### src/rtl/ht_ltf_pkg.sv
// Shared definitions for the HT-LTF sequencer: sizes, P_HTLTF sign table,
// symbol-count decode and FSM state encoding.
package ht_ltf_pkg;

  localparam int N_SC = 64;

  // Bit {row, col} set means P_HTLTF[row][col] == -1.
  // Rows: [+ - + +], [+ + - +], [+ + + -], [- + + +]
  localparam logic [15:0] P_HTLTF_NEG = 16'h1842;

  typedef enum logic [1:0] {
    IDLE = 2'd0,
    RUN  = 2'd1,
    DONE = 2'd2
  } state_e;

  // Index of the final symbol: 1 LTF -> 0, 2 LTF -> 1, 4 LTF -> 3.
  function automatic logic [1:0] last_sym_idx(input logic [1:0] sel);
    case (sel)
      2'd0:    return 2'd0;
      2'd1:    return 2'd1;
      default: return 2'd3;
    endcase
  endfunction

  function automatic logic p_htltf_neg(input logic [1:0] row, input logic [1:0] col);
    return P_HTLTF_NEG[{row, col}];
  endfunction

endpackage

### src/rtl/iq_sign_sat.sv
// Conditional negation of a packed {I, Q} sample, each half saturated so the
// most negative value maps to the most positive instead of wrapping.
module iq_sign_sat #(
  parameter int DW = 32
) (
  input  logic [DW-1:0] data_i,
  input  logic          sgn_i,
  output logic [DW-1:0] data_o
);

  localparam int HW = DW / 2;

  function automatic logic [HW-1:0] neg_sat(input logic [HW-1:0] x);
    if (x == {1'b1, {(HW-1){1'b0}}}) begin
      return {1'b0, {(HW-1){1'b1}}};
    end
    return ~x + HW'(1);
  endfunction

  assign data_o = sgn_i ? {neg_sat(data_i[DW-1:HW]), neg_sat(data_i[HW-1:0])} : data_i;

endmodule

### src/rtl/ht_ltf_seq_ctrl.sv
// Streams the external HT-LTF coefficient ROM into the IFFT input, one
// 64-subcarrier symbol per HT-LTF, applying the P_HTLTF sign of the stream.
module ht_ltf_seq_ctrl
  import ht_ltf_pkg::*;
#(
  parameter int DW = 32,
  parameter int AW = 7
) (
  input  logic          clock,
  input  logic          reset,
  input  logic          enable,
  input  logic          start,
  input  logic [1:0]    num_ltf_sel,
  input  logic [1:0]    ss_idx,
  input  logic          abort,
  output logic [AW-1:0] rom_addr,
  input  logic [DW-1:0] rom_data,
  output logic [DW-1:0] out_data,
  output logic          out_valid,
  input  logic          out_ready,
  output logic [1:0]    out_sym_idx,
  output logic          out_last_sc,
  output logic          out_last,
  output logic          busy,
  output logic          done
);

  state_e        state_q, state_d;
  logic [5:0]    sc_cnt_q, sc_cnt_d;
  logic [1:0]    sym_cnt_q, sym_cnt_d;
  logic [1:0]    last_sym_q, last_sym_d;
  logic [1:0]    ss_q, ss_d;
  logic          loaded_all_q, loaded_all_d;
  logic [DW-1:0] out_data_q, out_data_d;
  logic          out_valid_q, out_valid_d;
  logic [1:0]    out_sym_q, out_sym_d;
  logic          out_last_sc_q, out_last_sc_d;
  logic          out_last_q, out_last_d;

  logic [DW-1:0] signed_sample;
  logic          sc_last;
  logic          final_sample;
  logic          handshake;
  logic          load;

  iq_sign_sat #(.DW(DW)) u_sign (
    .data_i (rom_data),
    .sgn_i  (p_htltf_neg(ss_q, sym_cnt_q)),
    .data_o (signed_sample)
  );

  assign sc_last      = (sc_cnt_q == 6'(N_SC - 1));
  assign final_sample = sc_last && (sym_cnt_q == last_sym_q);
  assign handshake    = out_valid_q && out_ready;
  assign load         = (state_q == RUN) && !loaded_all_q && (!out_valid_q || out_ready);

  // A handshake and a refill can share a cycle; the refill wins for out_valid.
  always_comb begin
    state_d       = state_q;
    sc_cnt_d      = sc_cnt_q;
    sym_cnt_d     = sym_cnt_q;
    last_sym_d    = last_sym_q;
    ss_d          = ss_q;
    loaded_all_d  = loaded_all_q;
    out_data_d    = out_data_q;
    out_valid_d   = out_valid_q;
    out_sym_d     = out_sym_q;
    out_last_sc_d = out_last_sc_q;
    out_last_d    = out_last_q;

    if (enable) begin
      case (state_q)
        IDLE: begin
          if (start) begin
            state_d      = RUN;
            last_sym_d   = last_sym_idx(num_ltf_sel);
            ss_d         = ss_idx;
            sc_cnt_d     = '0;
            sym_cnt_d    = '0;
            loaded_all_d = 1'b0;
          end
        end
        RUN: begin
          if (handshake) begin
            out_valid_d   = 1'b0;
            out_last_sc_d = 1'b0;
            out_last_d    = 1'b0;
            if (out_last_q) state_d = DONE;
          end
          if (load) begin
            out_data_d    = signed_sample;
            out_valid_d   = 1'b1;
            out_sym_d     = sym_cnt_q;
            out_last_sc_d = sc_last;
            out_last_d    = final_sample;
            sc_cnt_d      = sc_cnt_q + 6'd1;
            if (final_sample) begin
              sym_cnt_d    = '0;
              loaded_all_d = 1'b1;
            end else if (sc_last) begin
              sym_cnt_d = sym_cnt_q + 2'd1;
            end
          end
        end
        DONE:    state_d = IDLE;
        default: state_d = IDLE;
      endcase

      if (abort) begin
        state_d       = IDLE;
        out_valid_d   = 1'b0;
        out_last_sc_d = 1'b0;
        out_last_d    = 1'b0;
        sc_cnt_d      = '0;
        sym_cnt_d     = '0;
        loaded_all_d  = 1'b0;
      end
    end
  end

  always_ff @(posedge clock) begin
    if (reset) begin
      state_q       <= IDLE;
      sc_cnt_q      <= '0;
      sym_cnt_q     <= '0;
      last_sym_q    <= '0;
      ss_q          <= '0;
      loaded_all_q  <= 1'b0;
      out_data_q    <= '0;
      out_valid_q   <= 1'b0;
      out_sym_q     <= '0;
      out_last_sc_q <= 1'b0;
      out_last_q    <= 1'b0;
    end else begin
      state_q       <= state_d;
      sc_cnt_q      <= sc_cnt_d;
      sym_cnt_q     <= sym_cnt_d;
      last_sym_q    <= last_sym_d;
      ss_q          <= ss_d;
      loaded_all_q  <= loaded_all_d;
      out_data_q    <= out_data_d;
      out_valid_q   <= out_valid_d;
      out_sym_q     <= out_sym_d;
      out_last_sc_q <= out_last_sc_d;
      out_last_q    <= out_last_d;
    end
  end

  assign rom_addr    = AW'(sc_cnt_q);
  assign out_data    = out_data_q;
  assign out_valid   = out_valid_q;
  assign out_sym_idx = out_sym_q;
  assign out_last_sc = out_last_sc_q;
  assign out_last    = out_last_q;
  assign busy        = (state_q != IDLE);
  assign done        = (state_q == DONE);

endmodule
### config.mk
export PLATFORM = sky130hd
export DESIGN_NAME = ht_ltf_seq_ctrl
export DESIGN_NICKNAME = d
export VERILOG_FILES = /design/src/rtl/ht_ltf_pkg.sv /design/src/rtl/iq_sign_sat.sv /design/src/rtl/ht_ltf_seq_ctrl.sv
export SDC_FILE = /design/constraint.sdc
export NUM_CORES = 1
export LEC_CHECK = 0
export CAP_MARGIN = 20
export CORE_UTILIZATION = 35
export CTS_CLUSTER_SIZE = 16
export DETAILED_ROUTE_END_ITERATION = 6
export GPL_TIMING_DRIVEN = 1
export REMOVE_ABC_BUFFERS = 1
export SLEW_MARGIN = 30
export SYNTH_ARGS = -nofsm -noshare
export SYNTH_HDL_FRONTEND = slang
export SYNTH_SLANG_ARGS = --single-unit
### constraint.sdc
create_clock -name clock -period 2.6 [get_ports clock]
set_clock_uncertainty 0.1 [all_clocks]
set_input_delay 0.52 -clock clock [delete_from_list [all_inputs] [get_ports clock]]
set_output_delay 0.52 -clock clock [all_outputs]
set_load 0.005 [all_outputs]
==> flow_summary.toml <==
[final_layout]
fin_nets = 499
mostFrequentLayoutCells = "85 x clkdlybuf4s50_1, 59 x nor2_1, 52 x dfxtp_1"
final_area_mm2 = 0.004189
post_route_cells_drive_above_1_share_pct = 16.93
area_growth_pct = 48.73
layout_commonest_cell = "clkdlybuf4s50_1"
instances_no_fill = 551
n_antenna_cell = 0

[synthesis]
synth_cell_types = 48
synthCells = 329
syn_area_mm2 = 0.002816
async_flop_share_pct = 0
synth_edf_count = 0
avgSynthCellArea_um2 = 8.561
synth_top_area_share_pct = 36.96
synth_area_leader_cell = "dfxtp_1"
synth_ff_type = "dfxtp_1"
yosys_register_bits = 52
synth_seq_area_share_pct = 36.96
synth_area_leaders = "dfxtp_1 37%, nor2_1 7.9%, xnor2_1 5.9%"
yosys_warnings = 0

[setup_path]
cpLargestDelayFamily = "simple AND/OR/NAND/NOR gates"
rr_endpoint = "out_data[7]$_SDFFE_PP0P_"
ff2ff_setup_slack_ps = 280
crit_chain = "clkdlybuf4s50_1, inv_2, ha_1, or4b_4, or4_4, o21ai_4, buf_4, o22ai_1, nor2_1"
path_max_fanout = 5
cp.arrival_ps = 2630
rr_worst_depth = 9
start_kind = "input port"
crit_path_top_delay_cell = "clkdlybuf4s50_1"
path_class = "in2reg"
crit_path_end_kind = "flop"
max_stage_delay_ps = 460
r2r-start = "sym_cnt_q[0]$_SDFFE_PP0P_"
critPathBufInv = 3
critical_path_required_ps = 2730

[timing]
maxSlewHeadroom_pct = 61.13
period_needed_ps = 2495
min_period_over_period_pct = 95.96
hold_viol = 0
setup_tns_ps = 0
slew_violations = 0
setup_violations = 0
tightest_slew_ps = 579.2
fmax_mhz = 400.8

[detailed_routing]
via_per_inst = 5.025
drc = 0
wl_per_cell_um = 13.49
dr.pass1.iters = 4
ant_nets = 0
drt-total-wl_um = 7431
vias = 2769
drtIter0Drc = 84

[floorplanning]
die_h_um = 91.71
die_x_um = 91.71
coreArea_mm2 = 0.007767
pin_count = 88
rows = 32
start_util_pct = 36.26
dieArea_mm2 = 0.008410

[pwr]
pwr-share-seq_pct = 50.1
p_int_w = 0.001264
swShare_pct = 23.78
p_leak_nw = 1.490
power_frac_comb_pct = 18.3
power.density_mw_per_mm2 = 396.0
pwr-share-clk_pct = 31.7
netSwitchingPower_w = 0.0003944
peakVddDrop_uv = 281.5

[clock_network]
numCtsBuffers = 5
cts_setup_buffers = 0
ctsHtreeMaxLevel = 2
cts_resized = 0
root_buffer = "clkbuf_8"
path_clk_slew_ps = 90
cts_sinks = 52
cts_tree = "yes"
holdBufCountCts = 0
clock_latency_ps = 300
cts.path.max_buffers = 2

[worst_hold_path]
hp-start = "out_sym_idx[0]$_SDFFE_PP0P_"
min_to = "out_sym_idx[0]$_SDFFE_PP0P_"
hold_depth = 2
hp-class = "reg2reg"

[grt]
grt-ovfl-total = 0
grt_pass1_vias = 2704
grt_pass1_wl_um = 12450
grt_max_degree = 33
grt_use_total_pct = 18.31
antenna_found_initial = 0

[placement]
placed_cell_area_mm2 = 0.004066
dp_hpwl_um = 5646
port_buffers = 86
gp_congestion = 0.8285
place_inst = 545

[outcome]
status = "finished, final reports clean"

[job]
cap_violations = 0
## how the worst max path moves through the flow
stage	startpoint	to	slack, ps	cells past startpoint
CTS	rom_data[27]	out_data[17]$_SDFFE_PP0P_	30	6
global route	rom_data[27]	out_data[19]$_SDFFE_PP0P_	-10	6
floorplan	enable	out_data[15]$_SDFFE_PP0P_	-1520	4
global placement	rom_data[27]	out_data[20]$_SDFFE_PP0P_	-200	6
finish	rom_data[1]	out_data[7]$_SDFFE_PP0P_	110	9
detailed placement	rom_data[27]	out_data[17]$_SDFFE_PP0P_	-270	6
## flip-flops by register name (all words and copies together), names as in the netlist
signal        count
last_sym_q        2
loaded_all_q      1
out_data         32
out_last          1
out_last_sc       1
out_sym_idx       2
out_valid         1
sc_cnt_q          6
ss_q              2
state_q           2
sym_cnt_q         2
## worst min-delay path: stages (launching register included)
cell     delay (ps)
dfxtp_1         330
nand2_1          60
a21oi_1          50
## layout make-up
type | instances | area [µm²]
clock buffers | 5 | 68.82
clock inverters | 1 | 30.03
fillers | 737 | 3578
inverters | 16 | 60.06
multi-input cells | 246 | 1667
flip-flops and latches | 52 | 1041
well taps | 102 | 127.6
repair buffers | 129 | 1195
## routing by layer
layer  GRT usage [%]  wire, µm
met1           24.40      3495
met2           30.70      3501
met3           3.566       378
met4           3.906        56
met5               0         0
## metrics by stage
stage / total power (W) / utilization (%) / hold WS (ps) / setup slack, ps
finish: 0.001659 / 53.93 / 380.6 / 105.1
global route: 0.001742 / 53.93 / 392.6 / -12.85
detailed placement: 0.001150 / 52.35 / 372.0 / -269.7
global placement: 0.001148 / 52.35 / 365.4 / -200.9
floorplan: 0.0009574 / - / 346.7 / -1519
CTS: 0.001677 / 53.62 / 385.0 / 33.21
## kinds of logic (layout without fill, tap and decap cells)
group / count (synthesis) / in the layout / synth area share (%)
flip-flops: 52 / 52 / 36.96
other: 1 / 1 / 0.1331
buffers and inverters: 31 / 151 / 4.798
AO/OA/AOI/OAI: 84 / 84 / 21.99
AND/OR/NAND/NOR: 114 / 114 / 19.86
XOR/XNOR: 34 / 34 / 10.57
multiplexers: 6 / 6 / 2.577
adder cells (fa/ha/maj): 7 / 7 / 3.110
## synthesized netlist by cell type (2+ instances only)
cell type,instances
or2_2,3
buf_6,2
o41ai_1,4
nand3_1,5
mux2i_1,5
xnor2_1,19
ha_1,7
nor4_1,5
o31ai_1,12
nand2b_1,2
inv_1,16
or3_1,3
o21ai_0,12
nand2_1,16
a21oi_1,12
a2111oi_0,3
a22oi_1,3
a211oi_2,10
a211oi_1,8
nor2b_1,2
o22ai_1,12
or4_4,3
and3_1,2
or4_1,2
dfxtp_1,52
clkbuf_1,11
nor3_1,4
nor2_1,59
xor2_1,15
nand3b_1,2
## power groups by stage
stage               logic, W  registers [W]  clock network [W]
finish              0.000303       0.000831           0.000526
global route        0.000332       0.000833           0.000576
CTS                 0.000303       0.000831           0.000543
detailed placement  0.000301       0.000849                  0
global placement    0.000300       0.000849                  0
floorplan           0.000109       0.000848                  0
Power figures use the tool's default switching activity.
